--- config.mk ---
export PLATFORM = sky130hd
export DESIGN_NAME = fetch_ctrl
export DESIGN_NICKNAME = d
export VERILOG_FILES = /design/src/rtl/fetch_ctrl.sv
export SDC_FILE = /design/constraint.sdc
export NUM_CORES = 1
export LEC_CHECK = 0
export BUFFER_PORTS_ARGS = -buffer_cell sky130_fd_sc_hd__buf_2
export CORE_MARGIN = 2
export CORE_UTILIZATION = 47
export DETAILED_ROUTE_END_ITERATION = 10
export MAX_ROUTING_LAYER = met4
export PLACE_DENSITY = 0.81
export SYNTH_ARGS = -nofsm -noshare
export SYNTH_HDL_FRONTEND = slang
export SYNTH_SLANG_ARGS = --single-unit
--- constraint.sdc ---
create_clock -name clk -period 2.16 [get_ports clk]
set_input_delay 0 -clock clk [delete_from_list [all_inputs] [get_ports clk]]
set_output_delay 0 -clock clk [all_outputs]
set_load 0.02 [all_outputs]
--- src/rtl/fetch_ctrl.sv ---
// Instruction-fetch sequencer: owns the PC, drives the imem req/gnt/rvalid
// handshake and holds one fetched instruction for decode.
module fetch_ctrl #(
    parameter int unsigned DATA_WIDTH = 32,
    parameter logic [DATA_WIDTH-1:0] RESET_VECTOR = {DATA_WIDTH{1'b0}}
) (
    input  logic                  clk,
    input  logic                  rst,
    input  logic                  redirect_i,
    input  logic [DATA_WIDTH-1:0] redirect_pc,
    output logic                  imem_req,
    output logic [DATA_WIDTH-1:0] imem_addr,
    input  logic                  imem_gnt,
    input  logic                  imem_rvalid,
    input  logic [DATA_WIDTH-1:0] imem_rdata,
    output logic                  if_valid,
    output logic [DATA_WIDTH-1:0] if_pc,
    output logic [DATA_WIDTH-1:0] if_instr,
    input  logic                  id_ready,
    output logic                  misalign_o,
    output logic [31:0]           fetch_cnt
);

    typedef enum logic [1:0] {
        BOOT = 2'd0,
        REQ  = 2'd1,
        RESP = 2'd2,
        HOLD = 2'd3
    } state_t;

    state_t                state;
    state_t                state_next;
    logic [DATA_WIDTH-1:0] pc;
    logic [DATA_WIDTH-1:0] pc_next;
    logic                  kill;
    logic                  kill_next;
    logic                  latch_instr;
    logic                  consume;
    logic [DATA_WIDTH-1:0] target_pc;

    assign target_pc = {redirect_pc[DATA_WIDTH-1:2], 2'b00};

    always_ff @(posedge clk) begin
        if (rst) begin
            state      <= BOOT;
            pc         <= RESET_VECTOR;
            kill       <= 1'b0;
            if_pc      <= {DATA_WIDTH{1'b0}};
            if_instr   <= {DATA_WIDTH{1'b0}};
            misalign_o <= 1'b0;
            fetch_cnt  <= 32'd0;
        end else begin
            state      <= state_next;
            pc         <= pc_next;
            kill       <= kill_next;
            misalign_o <= redirect_i && (state != BOOT) && (redirect_pc[1:0] != 2'b00);
            if (latch_instr) begin
                if_pc    <= pc;
                if_instr <= imem_rdata;
            end
            if (consume) begin
                fetch_cnt <= fetch_cnt + 32'd1;
            end
        end
    end

    // A redirect that lands while a request is in flight cannot cancel it,
    // so kill marks the returning word to be thrown away.
    always_comb begin
        state_next  = state;
        pc_next     = pc;
        kill_next   = kill;
        latch_instr = 1'b0;
        consume     = 1'b0;
        case (state)
            BOOT: begin
                state_next = REQ;
            end
            REQ: begin
                if (imem_gnt) begin
                    state_next = RESP;
                    kill_next  = redirect_i;
                end
                if (redirect_i) begin
                    pc_next = target_pc;
                end
            end
            RESP: begin
                if (imem_rvalid) begin
                    if (kill || redirect_i) begin
                        state_next = REQ;
                        kill_next  = 1'b0;
                    end else begin
                        state_next  = HOLD;
                        latch_instr = 1'b1;
                    end
                end else if (redirect_i) begin
                    kill_next = 1'b1;
                end
                if (redirect_i) begin
                    pc_next = target_pc;
                end
            end
            HOLD: begin
                if (redirect_i) begin
                    state_next = REQ;
                    pc_next    = target_pc;
                end else if (id_ready) begin
                    state_next = REQ;
                    pc_next    = pc + DATA_WIDTH'(4);
                    consume    = 1'b1;
                end
            end
            default: begin
                state_next = BOOT;
            end
        endcase
    end

    assign imem_req  = (state == REQ);
    assign imem_addr = pc;
    assign if_valid  = (state == HOLD);

endmodule

# Word level (Yosys, flattened, before mapping)
# Index checks and enable logic that the tools add are counted.
totals:
  regBits: 132
  input_bits: 70
  output_inout_bits: 131
  word_cells: 51
classes:
  add_sub_neg: 2
  eq_ne: 9
  mux: 21
  reduce_logical: 12
ops:
  columns: ["operator", "count"]
  rows:
  - ["32-bit 2-to-1 mux", 3]
  - ["32-bit case mux with 2 select lines", 1]
  - ["32-bit by 1-bit adder with 32-bit output, second input constant", 1]
  - ["32-bit by 3-bit adder with 32-bit output, second input constant", 1]
  - ["1-bit 2-to-1 mux", 10]
  - ["2-bit 2-to-1 mux", 5]
  - ["2-bit case mux with 4 select lines", 1]
  - ["2-bit nonzero test", 4]
  - ["3-bit != test, second input constant", 2]
  - ["3-bit AND reduction", 2]
  - ["2-bit == test, second input constant", 2]
  - ["2-bit by 1-bit != test with 1-bit output, second input constant", 2]
  - ["4-bit AND reduction", 1]
  - ["3-bit by 2-bit != test with 1-bit output, second input constant", 1]
  - ["2-bit by 1-bit == test with 1-bit output, second input constant", 1]
  - ["1-bit logical AND", 2]
  - ["2-bit logical NOT", 1]
  - ["2-bit != test, second input constant", 1]
  - ["1-bit case mux with 2 select lines", 1]
  - ["2-bit OR reduction", 1]
  - ["1-bit logical OR", 1]

# Logic depth before layout (Yosys ltp)
depth:
  depth_word: 4
  ltp_mapped: 9
  ltp_nobuf: 7

# Least setup slack after synthesis
# No wires, ideal clock.
synth_timing:
  kind: "reg-to-reg"
  start: "reg pc[2], in the netlist imem_addr[2]"
  end: "reg pc[16], in the netlist imem_addr[16]"
  setup_time_ns: 0.070
  arrival_time_ns: 2.073
  required_ns: 2.090
  setup_slack_ns: 0.017
  stages_incl_launch_ff: 7
  n_path_buf: 0
  period_less_slack_ns: 2.143
  cell_sequence: "dfxtp_1 -> ha_1 -> nand4_4 -> nor4_4 -> or3b_1 -> a21o_1 -> a21oi_1"
synth_via:
  elab_chain_cells: 4
synth_rtl:
  columns: ["element", "line", "rtl"]
  rows:
  - ["start: declaration", "33", "logic [DATA_WIDTH-1:0] pc;"]
  - ["start signal: assignment", "54", "pc <= pc_next;"]
  - ["32-bit by 3-bit adder with 32-bit output", "110", "pc_next = pc + DATA_WIDTH'(4);"]
  - ["32-bit 2-to-1 mux", "108", "end else if (id_ready) begin"]
  - ["32-bit 2-to-1 mux", "105", "if (redirect_i) begin"]
  - ["32-bit case mux with 2 select lines", "75", "case (state)"]
# No other way between the ends. The select of a mux whose other input is x is not followed.
# A chain may end at the register's enable or synchronous reset.

# Worst setup path in the final report
layout_timing:
  start: "reg pc[10], in the netlist imem_addr[10]"
  end: "reg pc[31], in the netlist imem_addr[31]"
# The elaborated chain is that of the path after synthesis.

==> flow_metrics.tcl <==
set metrics [dict create \
    post_cts_buffers 0 \
    clockBufferDepth 2 \
    clock-sinks 128 \
    synth_cell_types 61 \
    max_freq_mhz 498 \
    fillCellCount 957 \
    totalWireLength_mm 18.5 \
    finalWorstSetupSlack_ps 152 \
    antenna_found_initial 0 \
    ys_async_sr_fraction 0 \
    slew_headroom 0.668 \
    status "finished, final reports clean" \
    busiest_layer "met2" \
    rows 40 \
    first_global_vias 6107 \
    fin_nets 1086 \
    vias_per_cell 5.45 \
    worstPathCellList "nand3_1, nor3_2, nand4_1, or3_1, a31oi_1" \
    initial_core_util 0.484 \
    power.density_nw_per_um2 751 \
    ir_drop_mv 0.483 \
    met3_usage 0.0601 \
    setup_viol_count_final 0 \
    layout-drive-gt1-share 0.270 \
    place_congestion 0.901 \
    grt_overflow 0 \
    pre_cts_slack_ps 128 \
    maxCapViolCount 0 \
    cts-buffers-inserted 17 \
    hold_violations 0 \
    dpl.hpwl_mm 11.6 \
    use_met1 0.336 \
    synth_area_leader_cell "dfxtp_1" \
    netlist_area_um2 5840 \
    cp_slowest_cell "nor3_2" \
    cp.arrival_ps 2350 \
    ys.flop_type "dfxtp_1" \
    finalSetupTns_ps 0 \
    cts-root-buf "clkbuf_16" \
    die_x_um 115 \
    io_buffer_count 196 \
    cp_slowest_stage_delay_ps 470 \
    dieArea_um2 13300 \
    clkTransAtPathRegs_ps 60 \
    clkLatencyLatePin_ps 410 \
    synth_enable_flop_cells 0 \
    drtPass1Iterations 5 \
    ys_seq_area_frac 0.439 \
    clock_skew_ps 6.09 \
    min_period_ps 2010 \
    use_met2 0.470 \
    postSynthAreaPerCell_um2 7.86 \
    crit_path_start_kind "flip-flop" \
    crit_buf_inv 0 \
    coreArea_um2 12100 \
    grt_util_all_layers 0.284 \
    period_share 0.930 \
    wl_per_cell_um 15.5 \
    yosysTopAreaCellShare 0.439 \
    io_pins 201 \
    num_vias 6503 \
    rsz0062_at_grt "no" \
    grt_start_max_net_pins 63 \
    leakage_nw 3.60 \
    hp-class "in -> reg" \
    crit_family "simple AND/OR/NAND/NOR gates" \
    utilization 0.702 \
    path_max_fanout 8 \
    drt_iter0_markers 541 \
    synth_cells 743 \
    die_h_um 115 \
    cts_tree "yes" \
    critPathCaptureType "flip-flop" \
    area_delta_synth_final_pct 45.0 \
    ys_ff_latch 128 \
    grt_pass1_wl_mm 29.4 \
    ys_warn_count 0 \
    antenna_left 0 \
    slew_viol_final 0 \
    power_w 0.00635 \
    htreeDepth 4 \
    worstMarginPinSlew_ps 493 \
    required_ps 2500 \
    route.detailed.drc 0 \
    crit_type "reg -> reg" \
    synth.area.top_cells "dfxtp_1 44%, nand2_1 10%, a21oi_1 8.7%" \
]
-- where the power goes --
part,switching (W),leakage [nW],total [W],internal [W]
Sequential,0.000105,1.04,0.00254,0.00243
Combinational,0.000431,2.27,0.000775,0.000344
Clock,0.00102,0.296,0.00304,0.00202
-- worst paths after layout --
check                  start       endpoint  slack, ps  depth (start not counted)
max            imem_addr[10]  imem_addr[31]        150                          5
min          redirect_pc[26]  imem_addr[26]         30                          4
max reg2reg    imem_addr[10]  imem_addr[31]        150                          5
min reg2reg     if_instr[12]   if_instr[12]        450                          2
-- layer usage --
metal / part of all wire / up-vias
li1: - / 3132
met1: 0.40 / 2988
met2: 0.49 / 327
met3: 0.082 / 56
met4: 0.027 / 0
met5: 0 / -
-- cells in the final DEF, fill, tap and decap left out, types with 10 or more instances in the layout --
master         count
a21oi_1          102
and3_1            10
buf_2            195
buf_4             25
clkbuf_16         17
dfxtp_1          128
dlygate4sd3_1     65
inv_1             13
nand2_1          163
nand3_1           20
nand4_1           25
nor2_1            59
nor3_1            14
o21ai_0           23
xor2_1            18
-- layout make-up --
cell class / instances / area (um2) / area share
inverter: 13 / 48.8 / 0.00576
sequential: 128 / 2560 / 0.303
clock inverter: 9 / 155 / 0.0183
tap: 168 / 210 / 0.0248
clock buffer: 23 / 478 / 0.0565
antenna: 2 / 5.00 / 0.000591
multi-input combinational: 559 / 3070 / 0.363
timing repair buffer: 291 / 1930 / 0.229
-- cell families after synthesis --
logic type               after synthesis  share of synthesized area
flip-flops                           128                      0.439
buffers and inverters                 59                     0.0414
other                                  1                   0.000642
AND/OR/NAND/NOR                      346                      0.290
adder cells (fa/ha/maj)                6                     0.0129
multiplexers                           2                    0.00364
AO/OA/AOI/OAI                        174                      0.172
XOR/XNOR                              27                     0.0405
-- sequential cells by signal, indices dropped and copies added, names as in the netlist --
register    flops
fetch_cnt      32
if_instr       32
if_pc          30
imem_addr      30
kill            1
misalign_o      1
state           2
-- stage by stage --
step | area [um2] | hold slack (ps) | cells
after detailed placement | 7170 | 246 | 1094
after global placement | 7170 | 240 | 1094
after CTS | 8450 | 11.0 | 1191
final | 8460 | 27.6 | 1193
after floorplan | 5850 | 136 | 746
after global routing | 8460 | 42.6 | 1191
-- cells in the mapped netlist, types with 3 or more instances --
| library cell | number |
|---|---|
| ha_1 | 6 |
| nor2_1 | 59 |
| and2_1 | 4 |
| a211oi_1 | 4 |
| xnor2_1 | 9 |
| and3_1 | 10 |
| nor4_1 | 7 |
| inv_1 | 13 |
| a2bb2oi_1 | 4 |
| or3_1 | 8 |
| nand4_1 | 25 |
| xor2_1 | 18 |
| buf_4 | 4 |
| dfxtp_1 | 128 |
| a21oi_1 | 102 |
| o31ai_1 | 4 |
| and4_1 | 5 |
| nand3b_1 | 3 |
| nor2b_1 | 3 |
| a22oi_1 | 3 |
| a31oi_1 | 9 |
| a32o_1 | 3 |
| o21ai_0 | 23 |
| a21o_1 | 3 |
| o32ai_1 | 3 |
| o22ai_1 | 4 |
| buf_2 | 3 |
| nor3_1 | 15 |
| nand2b_1 | 3 |
| nand2_1 | 163 |
| a221oi_1 | 3 |
| nand3_1 | 21 |
| clkbuf_1 | 37 |
-- worst reg2reg max path: stages, from the launching register on --
cell     delay, ps
dfxtp_1        460
nand3_1        310
nor3_2         470
nand4_1        200
or3_1          330
a31oi_1        160
-- repair_timing --
action | 4_1_cts | 5_1_grt
hold endpoints to repair | 63 | 0
hold buffers | 65 | 0
endpoints found under the setup margin | 0 | 7
resized for setup | 0 | 2
Note: power is estimated with default switching activity, not from simulation.
